`config.mk`:
```
export PLATFORM = sky130hd
export DESIGN_NAME = ni_inject_arbiter
export DESIGN_NICKNAME = d
export VERILOG_FILES = /design/src/rtl/ni_pkg.sv /design/src/rtl/rr_picker.sv /design/src/rtl/ni_inject_arbiter.sv
export SDC_FILE = /design/constraint.sdc
export NUM_CORES = 1
export LEC_CHECK = 0
export CORE_ASPECT_RATIO = 1.2
export CORE_MARGIN = 3
export CORE_UTILIZATION = 41
export CTS_BUF_LIST = sky130_fd_sc_hd__clkbuf_16
export DETAILED_ROUTE_END_ITERATION = 10
export MAX_ROUTING_LAYER = met4
export PLACE_DENSITY = 0.86
export SKIP_LAST_GASP = 1
export SLEW_MARGIN = 20
export SYNTH_ARGS = -nofsm -noshare
export SYNTH_HDL_FRONTEND = slang
export SYNTH_SLANG_ARGS = --single-unit
```
`constraint.sdc`:
```
create_clock -name clk -period 3.8 [get_ports clk]
set_input_delay 0.57 -clock clk [delete_from_list [all_inputs] [get_ports clk]]
set_output_delay 0.57 -clock clk [all_outputs]
set_load 0.02 [all_outputs]
```
`src/rtl/ni_pkg.sv`:
```
// ni_pkg: shared types and constants for the network-interface blocks.
//
// Contents:
//   TOTAL_FLITS  - flits per packet (head, bodies, tail)
//   ARB_NUM_REQ  - default number of local sources sharing the NI injection port
//   flit_t       - one flit on the NoC side
//   arb_state_e  - injection arbiter FSM states
//   rr_next      - round-robin pointer advance with wrap
package ni_pkg;

  localparam int TOTAL_FLITS = 4;
  localparam int ARB_NUM_REQ = 4;

  typedef logic [15:0] flit_t;

  typedef enum logic {
    ARB_IDLE = 1'b0,
    ARB_SEND = 1'b1
  } arb_state_e;

  // Next round-robin start position after serving 'idx' out of 'n' sources.
  function automatic int rr_next(input int idx, input int n);
    return ((idx + 1) >= n) ? 0 : (idx + 1);
  endfunction

endpackage

```
`src/rtl/rr_picker.sv`:
```
// rr_picker: combinational round-robin first-set search.
//
// Scans req_i starting at position ptr_i, then ptr_i+1, ... wrapping modulo N,
// and reports the first set bit. Kept generic so APB-side arbiters can reuse it.
//
// Ports:
//   req_i   in  N       request vector
//   ptr_i   in  IW      search start position (must be < N)
//   found_o out 1       at least one request bit is set
//   idx_o   out IW      index of the winning request (0 when none)
module rr_picker #(
  parameter int N  = 4,
  parameter int IW = $clog2(N)
) (
  input  logic [N-1:0]  req_i,
  input  logic [IW-1:0] ptr_i,
  output logic          found_o,
  output logic [IW-1:0] idx_o
);

  // One extra bit so ptr_i + offset cannot overflow before the wrap subtract.
  always_comb begin
    logic [IW:0]   sum;
    logic [IW-1:0] cand;
    found_o = 1'b0;
    idx_o   = '0;
    sum     = '0;
    cand    = '0;
    for (int i = 0; i < N; i++) begin
      sum = {1'b0, ptr_i} + (IW+1)'(i);
      if (sum >= (IW+1)'(N)) begin
        sum = sum - (IW+1)'(N);
      end
      cand = sum[IW-1:0];
      if (!found_o && req_i[cand]) begin
        found_o = 1'b1;
        idx_o   = cand;
      end
    end
  end

endmodule

```
`src/rtl/ni_inject_arbiter.sv`:
```
// ni_inject_arbiter: packet-granular round-robin arbiter in front of the NI
// injection port.
//
// NUM_REQ local flit sources compete for the single NI i_flit/enable/ready
// port. A winner owns the port for a whole packet (PKT_FLITS flits) and the
// grant is only released by the tail handshake. Packet position is tracked
// purely by a flit counter; flit contents are never inspected.
//
// Ports:
//   clk        in   1                  system clock
//   resetn     in   1                  asynchronous active-low reset
//   req_flit   in   NUM_REQ x FLIT_W   flit offered by each source
//   req_valid  in   NUM_REQ            source r offers req_flit[r]
//   req_ready  out  NUM_REQ            transfer when req_valid[r] & req_ready[r]
//   o_flit     out  FLIT_W             registered flit to the NI
//   o_enable   out  1                  registered o_flit valid
//   ni_ready   in   1                  NI accepts a flit one cycle later
//   gnt_id     out  clog2(NUM_REQ)     current or last granted source
//   busy       out  1                  packet in progress
//
// Optional build macro NI_INJECT_ARB_STATS_EN adds:
//   pkt_cnt    out  NUM_REQ x 16       completed packets per source (wraps)
//   stall_cnt  out  16                 SEND cycles stalled by the NI (saturates)
module ni_inject_arbiter
  import ni_pkg::*;
#(
  parameter int NUM_REQ   = ARB_NUM_REQ,
  parameter int FLIT_W    = 16,
  parameter int PKT_FLITS = TOTAL_FLITS
) (
  input  logic                             clk,
  input  logic                             resetn,
  input  logic [NUM_REQ-1:0][FLIT_W-1:0]   req_flit,
  input  logic [NUM_REQ-1:0]               req_valid,
  output logic [NUM_REQ-1:0]               req_ready,
  output logic [FLIT_W-1:0]                o_flit,
  output logic                             o_enable,
  input  logic                             ni_ready,
  output logic [$clog2(NUM_REQ)-1:0]       gnt_id,
  output logic                             busy
`ifdef NI_INJECT_ARB_STATS_EN
  ,
  output logic [NUM_REQ-1:0][15:0]         pkt_cnt,
  output logic [15:0]                      stall_cnt
`endif
);

  localparam int IDW = $clog2(NUM_REQ);
  localparam int CW  = $clog2(PKT_FLITS);
  localparam logic [CW-1:0] LAST_CNT = CW'(PKT_FLITS - 1);

  arb_state_e        state_q, state_d;
  logic [IDW-1:0]    gnt_q, gnt_d;
  logic [IDW-1:0]    rr_q, rr_d;
  logic [CW-1:0]     cnt_q, cnt_d;
  logic [FLIT_W-1:0] flit_q, flit_d;
  logic              en_q, en_d;

  logic              pick_found;
  logic [IDW-1:0]    pick_idx;
  logic              hs;
  logic              tail_hs;

  rr_picker #(
    .N  (NUM_REQ),
    .IW (IDW)
  ) u_picker (
    .req_i   (req_valid),
    .ptr_i   (rr_q),
    .found_o (pick_found),
    .idx_o   (pick_idx)
  );

  always_ff @(posedge clk or negedge resetn) begin
    if (!resetn) begin
      state_q <= ARB_IDLE;
      gnt_q   <= '0;
      rr_q    <= '0;
      cnt_q   <= '0;
      flit_q  <= '0;
      en_q    <= 1'b0;
    end else begin
      state_q <= state_d;
      gnt_q   <= gnt_d;
      rr_q    <= rr_d;
      cnt_q   <= cnt_d;
      flit_q  <= flit_d;
      en_q    <= en_d;
    end
  end

  // o_enable is a one-cycle pulse per accepted flit; o_flit keeps the last
  // accepted flit so bubbles do not disturb the data lines. req_ready only
  // depends on ni_ready so a dropped req_valid cannot steal the port.
  always_comb begin
    state_d   = state_q;
    gnt_d     = gnt_q;
    rr_d      = rr_q;
    cnt_d     = cnt_q;
    flit_d    = flit_q;
    en_d      = 1'b0;
    req_ready = '0;
    hs        = 1'b0;
    tail_hs   = 1'b0;

    case (state_q)
      ARB_IDLE: begin
        if (pick_found) begin
          gnt_d   = pick_idx;
          cnt_d   = '0;
          state_d = ARB_SEND;
        end
      end

      ARB_SEND: begin
        req_ready[gnt_q] = ni_ready;
        hs = req_valid[gnt_q] & ni_ready;
        if (hs) begin
          flit_d = req_flit[gnt_q];
          en_d   = 1'b1;
          if (cnt_q == LAST_CNT) begin
            tail_hs = 1'b1;
            cnt_d   = '0;
            state_d = ARB_IDLE;
            rr_d    = IDW'(rr_next(int'(gnt_q), NUM_REQ));
          end else begin
            cnt_d = cnt_q + CW'(1);
          end
        end
      end

      default: begin
        state_d = ARB_IDLE;
      end
    endcase
  end

  assign o_flit   = flit_q;
  assign o_enable = en_q;
  assign gnt_id   = gnt_q;
  assign busy     = (state_q == ARB_SEND);

`ifdef NI_INJECT_ARB_STATS_EN
  logic [NUM_REQ-1:0][15:0] pkt_cnt_q;
  logic [15:0]              stall_cnt_q;
  logic                     stall_cyc;

  // A stall is the NI refusing a flit the granted source is actually offering;
  // source-side bubbles are not counted.
  assign stall_cyc = (state_q == ARB_SEND) & req_valid[gnt_q] & ~ni_ready;

  // Packet counters wrap naturally; the stall counter saturates.
  always_ff @(posedge clk or negedge resetn) begin
    if (!resetn) begin
      pkt_cnt_q   <= '0;
      stall_cnt_q <= '0;
    end else begin
      if (tail_hs) begin
        pkt_cnt_q[gnt_q] <= pkt_cnt_q[gnt_q] + 16'd1;
      end
      if (stall_cyc && (stall_cnt_q != 16'hFFFF)) begin
        stall_cnt_q <= stall_cnt_q + 16'd1;
      end
    end
  end

  assign pkt_cnt   = pkt_cnt_q;
  assign stall_cnt = stall_cnt_q;
`endif

endmodule

```
After elaboration in Yosys (flattened, before gate mapping)
Index checks and enable logic that the tools add are counted.

operators by class
  equal/unequal tests = 3
  $add $sub $neg = 9
  order comparisons = 11
  reductions and logical operators = 11
  muxes and demuxes = 38
  bitwise operators = 3

operator list
  kind                                                                      number
  16-bit binary-select mux with 2-bit select                                1
  2-bit 2-to-1 mux                                                          12
  16-bit 2-to-1 mux                                                         1
  2-bit by 3-bit < comparator with 1-bit output (second input constant)     5
  1-bit 2-to-1 mux                                                          15
  3-bit >= comparator (second input constant)                               4
  1-bit binary-select mux with 2-bit select                                 5
  2-bit by 1-bit subtractor with 2-bit output (second input constant)       4
  2-bit by 1-bit adder with 3-bit output (second input constant)            2
  2-bit by 2-bit adder with 3-bit output (second input constant)            2
  2-bit AND reduction                                                       3
  4-bit bitwise AND                                                         1
  1-bit logical AND                                                         4
  4-bit 2-to-1 mux                                                          1
  2-bit one-hot mux with 2 select lines                                     1
  2-bit by 3-bit >= comparator with 1-bit output (second input constant)    1
  1-bit zero test                                                           3
  3-bit AND reduction                                                       1
  2-bit by 1-bit adder with 2-bit output (second input constant)            1
  1-bit demux with 2-bit select                                             1
  2-bit == test (second input constant)                                     1
  2-bit by 1-bit >= comparator with 1-bit output (second input constant)    1
  2-bit by 1-bit inequality test with 1-bit output (second input constant)  1
  2-bit inequality test (second input constant)                             1
  other kinds (3)                                                           3

word-level totals
  bits of input ports = 71
  flip-flop bits (word level) = 24
  output and inout port bits = 24
  word-level logic and storage cells = 81

Logic depth before layout (Yosys ltp)
  depth in word-level cells = 16
  gate-level depth with buffers = 6

Hierarchy
From an unflattened synthesis, not the netlist that was laid out.

unflattened totals
  cell total of the unflattened synthesis = 112
  area total of the unflattened synthesis = 1565.3 µm²

by module, submodules not included
  module             instances  area an instance (µm²)  cells each
  ni_inject_arbiter  1          1487.7                  97
  rr_picker          1          77.6                    15

Worst setup path before layout
Ideal clock, no wire load.

  kind = register to output
  from = register gnt_q[1], in the netlist gnt_id[1]
  to = output port req_ready[1]
  cell stages (with the launch flop) = 6
  data required time = 3230 ps
  arrival = 1523 ps
  slack = 1707 ps
  buffers on the path = 2
  path through = dfrtp_1 -> buf_6 -> clkbuf_1 -> inv_1 -> ha_1 -> and3_1

between the ends
  longest elaborated chain between the ends = 6

RTL lines
  what                                                                                                                                   line                      text
  start: declaration                                                                                                                     ni_inject_arbiter.sv:53   logic [IDW-1:0] gnt_q, gnt_d;
  start signal: assignment                                                                                                               ni_inject_arbiter.sv:84   gnt_q <= gnt_d;
  2-bit by 3-bit < comparator with 1-bit output (implied by the code) or 2-bit by 1-bit >= comparator with 1-bit output (tied branches)  ni_inject_arbiter.sv:116  req_ready[gnt_q] = ni_ready;
  1-bit logical AND (implied by the code)                                                                                                ni_inject_arbiter.sv:116
  1-bit 2-to-1 mux (implied by the code)                                                                                                 ni_inject_arbiter.sv:116
  1-bit demux with 2-bit select *                                                                                                        ni_inject_arbiter.sv:116
  4-bit bitwise AND (no line) *                                                                                                          -
  4-bit 2-to-1 mux *                                                                                                                     ni_inject_arbiter.sv:106  case (state_q)
  end: declaration                                                                                                                       ni_inject_arbiter.sv:35   output logic [NUM_REQ-1:0] req_ready,

Every way passes the cells marked *; elsewhere a longest branch is shown, timed or not.

Final worst setup path
  from = register gnt_q[0], in the netlist gnt_id[0]
  to = output port req_ready[2]

The elaborated chain is that of the path after synthesis.

==> qor.log <==
[status] status complete, no violations
[floorplanning] core region area 3690 um2
[global_routing] GRT Residual Overflow 0
[detailed_routing] number of vias after detailed routing 1370
[setup_path] start point of the critical path gnt_id[0]$_DFFE_PN0P_
[cts] CTS resizes 0
[synth] total of warnings raised by yosys 0
[floorplanning] Die W 63.2 um
[synth] Post-Synthesis Cell Area 1610 um2
[layout] most frequent standard cell in the layout excluding fill and tap cells sky130_fd_sc_hd__clkdlybuf4s50_1
[timing] RSZ-0062 raised after global routing false
[cts] clock transition time at the flip-flop clock pins of the worst setup and hold paths 70 ps
[place] count of input and output buffers 94
[cts] TritonCTS clock tree done
[global_routing] global-route wire length before repair 8310 um
[hold_path] Hold Path Class in2async
[setup_path] data arrival time at the worst-slack endpoint 2250 ps
[detailed_routing] via-per-instance ratio 5.35
[cts] post-CTS repair timing setup buffer count 0
[timing] maximum clock frequency 354 MHz
[setup_path] RR Startpoint gnt_id[1]$_DFFE_PN0P_
[detailed_routing] routed length per instance 20.2 um
[setup_path] kind of end point of the critical path primary output
[synth] share of the yosys chip area belonging to registers 37.3%
[cts] quantity of hold-fixing buffers added after cts 0
[timing] Final min period 2820 ps
[timing] relative slew slack 50.1%
[detailed_routing] Post-route DRC 0
[detailed_routing] uppermost layer routed met4
[layout] multi-input gate area in the final layout 940 um2
[place] RePlAce Congestion 0.999
[global_routing] pin count of the biggest net entering global routing 25
[setup_path] crit path launch type flip-flop
[job] total of max-cap violations 0
[pwr] leakage dissipation 1.10 nW
[layout] total of fill cells in the finished design 260
[synth] Synth Register Bits 24
[layout] Final #Nets 281
[setup_path] Crit path buffers/inverters 2
[synth] async set-reset flop share out of synthesis 100%
[floorplanning] Starting Density 43.6%
[setup_path] series of cell instances along the critical path inv_1 -> ha_1 -> and3_1 -> clkdlybuf4s50_1
[global_routing] number of global-route vias before repair 1466
[floorplanning] DIE AREA 4720 um2
[pwr] worst-case vdd ir drop 0.000359 V
[layout] commonest cells after routing, fill and taps aside sky130_fd_sc_hd__clkdlybuf4s50_1, sky130_fd_sc_hd__dfrtp_1, sky130_fd_sc_hd__mux4_2, sky130_fd_sc_hd__mux2_4, sky130_fd_sc_hd__mux2_2
[floorplanning] DIE HEIGHT 74.7 um
[timing] number of failing hold endpoints at the final stage 0
[detailed_routing] post-detailed-routing wire length 5180 um
[layout] synthesis-to-finish area growth 66.4%
[timing] final count of negative-setup-slack endpoints 0
[global_routing] total track usage 24.1%
[cts] maximum level of the CTS H-tree 1
[detailed_routing] amount of wire on met2 after detailed routing 2720 um
[detailed_routing] number of violations reported at the end of detailed-routing iteration 0 44
[setup_path] Critical Path Slowest Stage Cell sky130_fd_sc_hd__dfrtp_1
[timing] final worst path period share 74.3%
[floorplanning] Placement Rows 24
[setup_path] Data required, critical path 3230 ps
[detailed_routing] Metal-1 WL 2000 um
[detailed_routing] number of detailed-route iterations in the first pass 4
[timing] number of pins with negative max-slew slack in the final report 0
[cts] Root Buffer sky130_fd_sc_hd__clkbuf_16
[setup_path] largest fanout on the critical path 17
[floorplanning] number of top-level pins 95
[layout] ratio of cells with drive above 1 in the final layout 20.6%
[setup_path] Max stage delay on crit path 830 ps
[cts] Max clock buf depth 2
[setup_path] critical path's top delay family flip-flops
[setup_path] crit path kind reg2out
[timing] final-layout setup total negative slack 0 ps
[timing] Tightest Pin Transition 748 ps
[cts] sinks on the clock net 24
[detailed_routing] remaining antenna violation count after routing 0
[detailed_routing] met3 layer wire length in the routed design 430 um
[cts] clock latency on the worst-skew pair 260 ps
[cts] clock buffers created by TritonCTS 3
[pwr] power consumption 1.90 mW
[synth] dominant synthesized flop cell sky130_fd_sc_hd__dfrtp_1
[place] Detail Placement HPWL 4100 um
[synth] syn nets 186
[synth] EDFF count, synth 0
[synth] number of distinct library cells after synthesis 31
[layout] Antenna Cells 0
[synth] average size of a mapped cell 14.6 um2
[timing] Clock Skews 5.40 ps
[pwr] cell area power density 709 nW/um2
[layout] sequential cell area 601 um2
[global_routing] antenna violations before repair 0
[synth] synthesized instance count 110
cells in the mapped netlist, types with 2 or more instances:
library cell	instances	area, um2
sky130_fd_sc_hd__dfrtp_1	24	601
sky130_fd_sc_hd__mux4_2	12	270
sky130_fd_sc_hd__mux2_2	10	113
sky130_fd_sc_hd__mux2_4	10	150
sky130_fd_sc_hd__ha_1	5	62.6
sky130_fd_sc_hd__inv_1	5	18.8
sky130_fd_sc_hd__nor2_1	5	18.8
sky130_fd_sc_hd__and3_1	4	25.0
sky130_fd_sc_hd__mux4_1	4	105
sky130_fd_sc_hd__nand2_1	4	15.0
sky130_fd_sc_hd__nor2b_1	3	18.8
sky130_fd_sc_hd__a21oi_1	2	10.0
sky130_fd_sc_hd__clkbuf_1	2	7.51
sky130_fd_sc_hd__mux2i_1	2	20.0
sky130_fd_sc_hd__nand2b_1	2	12.5
kinds of logic after synthesis:
group           count (synthesis)  synth area share (%)
flops                          24                  37.3
fa+ha+maj                       5                  3.89
compound gates                 11                  6.53
simple gates                   21                  7.07
buf+inv                        11                  4.35
mux                            38                  40.9
layer usage:
| metal | up-vias | track usage (%) |
|---|---|---|
| met1 | 686 | 27.1 |
| met3 | 2 | 5.97 |
| met2 | 66 | 44.1 |
| met4 | 0 | 5.04 |
| li1 | 616 | - |
| met5 | - | - |
per-stage QoR:
stage	hold WS, ps	cell area (um2)	worst slack, ps	cells	util, %
after global placement	490	2580	1240	252	69.9
after global routing	335	2680	875	256	72.6
final	290	2680	975	256	72.6
after floorplan	274	1610	1710	110	-
after detailed placement	493	2580	1200	252	69.9
after CTS	513	2690	979	256	72.7
power breakdown:
part,internal [mW],switching [mW],total [mW],leakage (nW)
registers,0.382,0.138,0.520,0.283
logic,0.638,0.439,1.08,0.769
clock network,0.209,0.0929,0.302,0.0511
worst paths after layout:
kind                                          to  slack (ps)  depth (start not counted)
min                        o_flit[6]$_DFFE_PN0P_         290                          1
max in group asynchronous  o_flit[8]$_DFFE_PN0P_        3150                          1
min reg2reg                o_flit[4]$_DFFE_PN0P_         510                          1
max                                 req_ready[2]         980                          4
min in group clk           o_flit[4]$_DFFE_PN0P_         510                          1
max reg2reg                o_flit[2]$_DFFE_PN0P_        1360                          4
state kept, by name, indices dropped and copies added, names as in the netlist:
| register | cells |
|---|---|
| busy | 1 |
| cnt_q | 2 |
| gnt_id | 2 |
| o_enable | 1 |
| o_flit | 16 |
| rr_q | 2 |
cell type report:
type / count / area share [%]
inverter: 5 / 0.700
timing repair buffer: 96 / 35.5
multi-input combinational: 75 / 35.1
clock inverter: 1 / 1.12
clock buffer: 3 / 2.80
sequential: 24 / 22.4
tap: 52 / 2.43
No activity file was read; power rests on OpenSTA's default activity.
==> RTL edit 1: new RTL, same settings <==
Take the reset off `flit_q` and load it in a clocked block of its own.
--- a/src/rtl/ni_inject_arbiter.sv
+++ b/src/rtl/ni_inject_arbiter.sv
@@ -78,5 +78,4 @@
       rr_q    <= '0;
       cnt_q   <= '0;
-      flit_q  <= '0;
       en_q    <= 1'b0;
     end else begin
@@ -85,7 +84,10 @@
       rr_q    <= rr_d;
       cnt_q   <= cnt_d;
-      flit_q  <= flit_d;
       en_q    <= en_d;
     end
+  end
+
+  always_ff @(posedge clk) begin
+    flit_q <= flit_d;
   end
 
Formal check against the unedited RTL: differs if resetn is asserted again (counterexample within 4 cycles, from zero or initial values and one cycle with resetn low); with resetn held inactive, the same outputs for 10 cycles.
==> RTL edit 1 against the unedited design <==
  * Setup slack better by 45 ps
  * Synthesized area down 10%
  * Sequential power down 3%
  * Fmax up 1.6%
  * Routed wire length down 11%
  * Sequential share of layout area up 4.9 points
  * Non-clock buffer count unchanged
  * Sequential cell count unchanged
  * Design area down 7.0%
  * Total power down 21%
  * Largest power group unchanged
==> RTL edit 1: results (changes against the unedited design) <==
SYNTH_ADDER_AREA_SHARE_PCT=4.337  # was 3.885%
P_SWITCHING_mW=0.5056  # was 0.6702 mW
GRT_START_MAX_NET_PINS=18  # was 25
SYNTH_CELL_TYPE_COUNT=32  # was 31
GLOBALROUTETOTALUTIL_PCT=22.19  # was 24.12%
CPPEAKSTAGEDELAY_PS=780  # was 830 ps
ROUTEDWLPERCELL_MICRONS=20.56  # was 20.23 microns
DRT_WL_TOTAL_MICRONS=4606  # was 5178 microns
GP_ROUTABILITY_CONGESTION=0.8106  # was 0.9993
TIMING.HOLD.WS_PS=561.3  # was 290.1 ps
TIMING.FINAL.CRIT_PERIOD_PS=2780  # was 2825 ps
LAYOUT.NETS=265  # was 281
SYN_AVG_CELL_AREA_SQ_UM=15.51  # was 14.64 sq um
PLACE.DETAILED.INSTANCES=220  # was 252
WORSTPATHMAXFANOUT=14  # was 17
FIN_WORST_SKEW_PS=2.450  # was 5.400 ps
PLACEDINSTANCEAREA_SQ_UM=2412  # was 2580 sq um
OUTCOME='complete, no violations'  # unchanged
PLACE_WS_PS=1248  # was 1198 ps
DR_TOTAL_VIAS=1247  # was 1370
FILLER_CELL_COUNT=189  # was 260
YS_TOP_CELLS_BY_AREA='sky130_fd_sc_hd__edfxtp_1 (33%), sky130_fd_sc_hd__mux4_2 (19%), sky130_fd_sc_hd__dfrtp_1 (14%)'  # was sky130_fd_sc_hd__dfrtp_1 (37%), sky130_fd_sc_hd__mux4_2 (17%), sky130_fd_sc_hd__mux2_4 (9.3%)
SYNTH-COMPOUND-AREA-SHARE_PCT=5.291  # was 6.527%
DR.FIRST_ITER.DRC_COUNT=75  # was 44
SYNTH_SEQ_AREA_SHARE_PCT=47.18  # was 37.30%
HPWL_MICRONS=3812  # was 4099 microns
POSTSYNTHNETCOUNT=169  # was 186
## RTL edit 1: path summary, 6_finish.rpt
check / from / endpoint / depth (start not counted)
worst max-delay path: gnt_id[0] / req_ready[2] / 4
worst min-delay path: cnt_q[1] / cnt_q[1] / 2
worst max register to register: gnt_id[0] / o_flit[3] / 3
worst min register to register: cnt_q[1] / cnt_q[1] / 2
max in group asynchronous: resetn / rr_q[0] / 1
min in group asynchronous: resetn / o_enable / 1
## RTL edit 1: cell type report
class / instances / share of cell area, %
inverter: 4 / 0.6027
multi-input combinational: 60 / 28.73
sequential: 24 / 27.32
clock inverter: 1 / 0.1507
clock buffer: 3 / 3.014
timing repair buffer: 96 / 38.37
tap: 36 / 1.808
## RTL edit 1: kinds of logic after synthesis
family | count (synthesis)
AND/OR/NAND/NOR | 23
adder cells (fa/ha/maj) | 5
flip-flops | 24
multiplexers | 22
buffers and inverters | 9
AO/OA/AOI/OAI | 10
## RTL edit 1: layer usage
layer	GRT usage [%]	routed length (microns)	vias to the layer above
met3	3.650	423	6
met1	29.27	1925	609
met2	35.46	2191	68
met5	-	0	-
met4	5.419	65	0
li1	-	-	564
## RTL edit 1: power by group through the flow
stage / Sequential (mW) / Combinational (mW) / Clock, mW
6_report: 0.502 / 0.773 / 0.220
5_1_grt: 0.516 / 0.822 / 0.238
4_1_cts: 0.503 / 0.781 / 0.222
3_3_place_gp: 0.501 / 0.759 / 0
2_1_floorplan: 0.554 / 0.410 / 0
3_5_place_dp: 0.507 / 0.776 / 0
## RTL edit 1: worst min-delay path, stage by stage (launching register included)
cell and delay, ps:
sky130_fd_sc_hd__dfrtp_1 380, sky130_fd_sc_hd__nand2_1 60, sky130_fd_sc_hd__o211ai_1 80
==> RTL edit 2: new RTL, config.mk and constraints unchanged <==
Without the edit above. Add a define of `NI_INJECT_ARB_STATS_EN`.
--- a/src/rtl/ni_inject_arbiter.sv
+++ b/src/rtl/ni_inject_arbiter.sv
@@ -22,4 +22,6 @@
 //   pkt_cnt    out  NUM_REQ x 16       completed packets per source (wraps)
 //   stall_cnt  out  16                 SEND cycles stalled by the NI (saturates)
+`define NI_INJECT_ARB_STATS_EN
+
 module ni_inject_arbiter
   import ni_pkg::*;
Formal check against the unedited RTL (old outputs only; new: pkt_cnt and stall_cnt): equivalent (equiv_simple and equiv_induct, registers matched by name and starting in step).
==> RTL edit 2 against the unedited design <==
  * Setup slack improved by 24 ps
  * Critical path type unchanged
  * Total power increased by 100%
  * Largest power group is now registers
  * Final cell count increased to 3.1 times the old value
  * Routed wire length increased to 2.8 times the old value
  * Design area increased to 2.8 times the old value
  * Synthesized area increased to 3.3 times the old value
  * Sequential cell count increased by 80
  * Clock skew increased by 3.7 ps
==> RTL edit 2: results (changes against the unedited design) <==
PEAK_VDD_IR_uV=294.1  # was 358.8 uV
GRT_PASS1_VIAS=4468  # was 1466
YS_TOP_CELLS_BY_AREA='sky130_fd_sc_hd__dfrtp_1 (50%), sky130_fd_sc_hd__mux4_2 (11%), sky130_fd_sc_hd__nand2_1 (8.6%)'  # was sky130_fd_sc_hd__dfrtp_1 (37%), sky130_fd_sc_hd__mux4_2 (17%), sky130_fd_sc_hd__mux2_4 (9.3%)
HPWL_MICRONS=10970  # was 4099 microns
PLACEMENT.IO_BUFFERS=174  # was 94
SYNTHCELLS=464  # was 110
PLACE_WS_PS=791.6  # was 1198 ps
FINAL_LAYOUT_SIZE_SUFFIX_GT1_SHARE_PCT=11.62  # was 20.59%
CRITICAL_PATH.SLOWEST_CELL='sky130_fd_sc_hd__dfrtp_2'  # was sky130_fd_sc_hd__dfrtp_1
REGTOREGENDPOINT='pkt_cnt[37]'  # was o_flit[2]
PLACE.DETAILED.INSTANCES=782  # was 252
ROUTEDWLPERCELL_MICRONS=18.39  # was 20.23 microns
YS_TOP_CELLS_BY_COUNT='sky130_fd_sc_hd__nand2_1 (120), sky130_fd_sc_hd__dfrtp_1 (104), sky130_fd_sc_hd__o21ai_0 (44)'  # was sky130_fd_sc_hd__dfrtp_1 (24), sky130_fd_sc_hd__mux4_2 (12), sky130_fd_sc_hd__mux2_2 (10), sky130_fd_sc_hd__mux2_4 (10)
OUTCOME='complete, no violations'  # unchanged
WORSTPATHMAXFANOUT=22  # was 17
DR.FIRST_ITER.DRC_COUNT=230  # was 44
CLKLATENCYLATEPIN_PS=340  # was 260 ps
MAX_FFS_PER_REGISTER=64  # was 16
POSTSYNTHNETCOUNT=542  # was 186
CPPEAKSTAGEDELAY_PS=730  # was 830 ps
SYNTH_SEQ_AREA_SHARE_PCT=49.71  # was 37.30%
SLEW_HEADROOM_PCT=49.87  # was 50.13%
GP_ROUTABILITY_CONGESTION=0.8450  # was 0.9993
CELLLEAKAGEPOWER_nW=3.037  # was 1.104 nW
LAYOUT.NETS=710  # was 281
PLACEDINSTANCEAREA_SQ_UM=7114  # was 2580 sq um
WORSTREGTOREGCELLS=7  # was 4
CTS_MADE_BUFFERS=9  # was 3
SYNTH_CELL_TYPE_COUNT=47  # was 31
P_COMB_mW=1.44  # was 1.08 mW
GRT_FIRST_PASS_WIRELENGTH_MICRONS=23060  # was 8314 microns
P_INT_mW=2.453  # was 1.229 mW
SEQUENTIALPOWER_mW=1.48  # was 0.520 mW
## RTL edit 2: cell count changes in the layout (fill, tap and decap cells not counted), sizes merged, moves of 4 or more
cell           unedited run  this run
clkdlybuf4s50            93       173
nand4                     0        11
nand2                     4       120
nand3                     1        14
dfrtp                    24       104
mux4                     16        33
nor3                      0         4
mux2                     20         6
xnor2                     0        27
o21ai                     1        64
nor4                      0         5
clkbuf                    3         9
buf                       3        11
## RTL edit 2: worst max path at each step
stage	from	end	slack (ps)	depth (start not counted)
5_1_grt	gnt_id[0]	req_ready[3]	890	4
2_1_floorplan	gnt_id[0]	req_ready[0]	1260	7
6_report	gnt_id[1]	req_ready[0]	1000	4
3_3_place_gp	req_valid[0]	pkt_cnt[41]	900	8
4_1_cts	gnt_id[1]	req_ready[0]	980	4
3_5_place_dp	req_valid[0]	pkt_cnt[37]	790	8
## RTL edit 2: kinds of logic after synthesis
kind of cell	Yosys count	synth area share, %
flops	104	49.71
simple gates	175	16.42
xor+xnor	29	5.139
compound gates	76	7.792
buf+inv	33	3.083
fa+ha+maj	7	1.673
mux	40	16.18
## RTL edit 2: layout make-up
cell class	instances	area (sq um)
Clock inverter	7	55.05
Tap cell	161	201.4
Fill cell	977	4882
Sequential cell	104	2605
Inverter	6	22.52
Multi-Input combinational cell	327	2471
Clock buffer	9	225.2
Timing Repair Buffer	184	1814
## RTL edit 2: metal layers
metal	global-route usage (%)	up-vias	wire (microns)
met5	-	-	0
met4	8.024	0	272
met3	4.057	23	876
met2	38.58	173	7946
met1	23.94	2138	5580
li1	-	1986	-
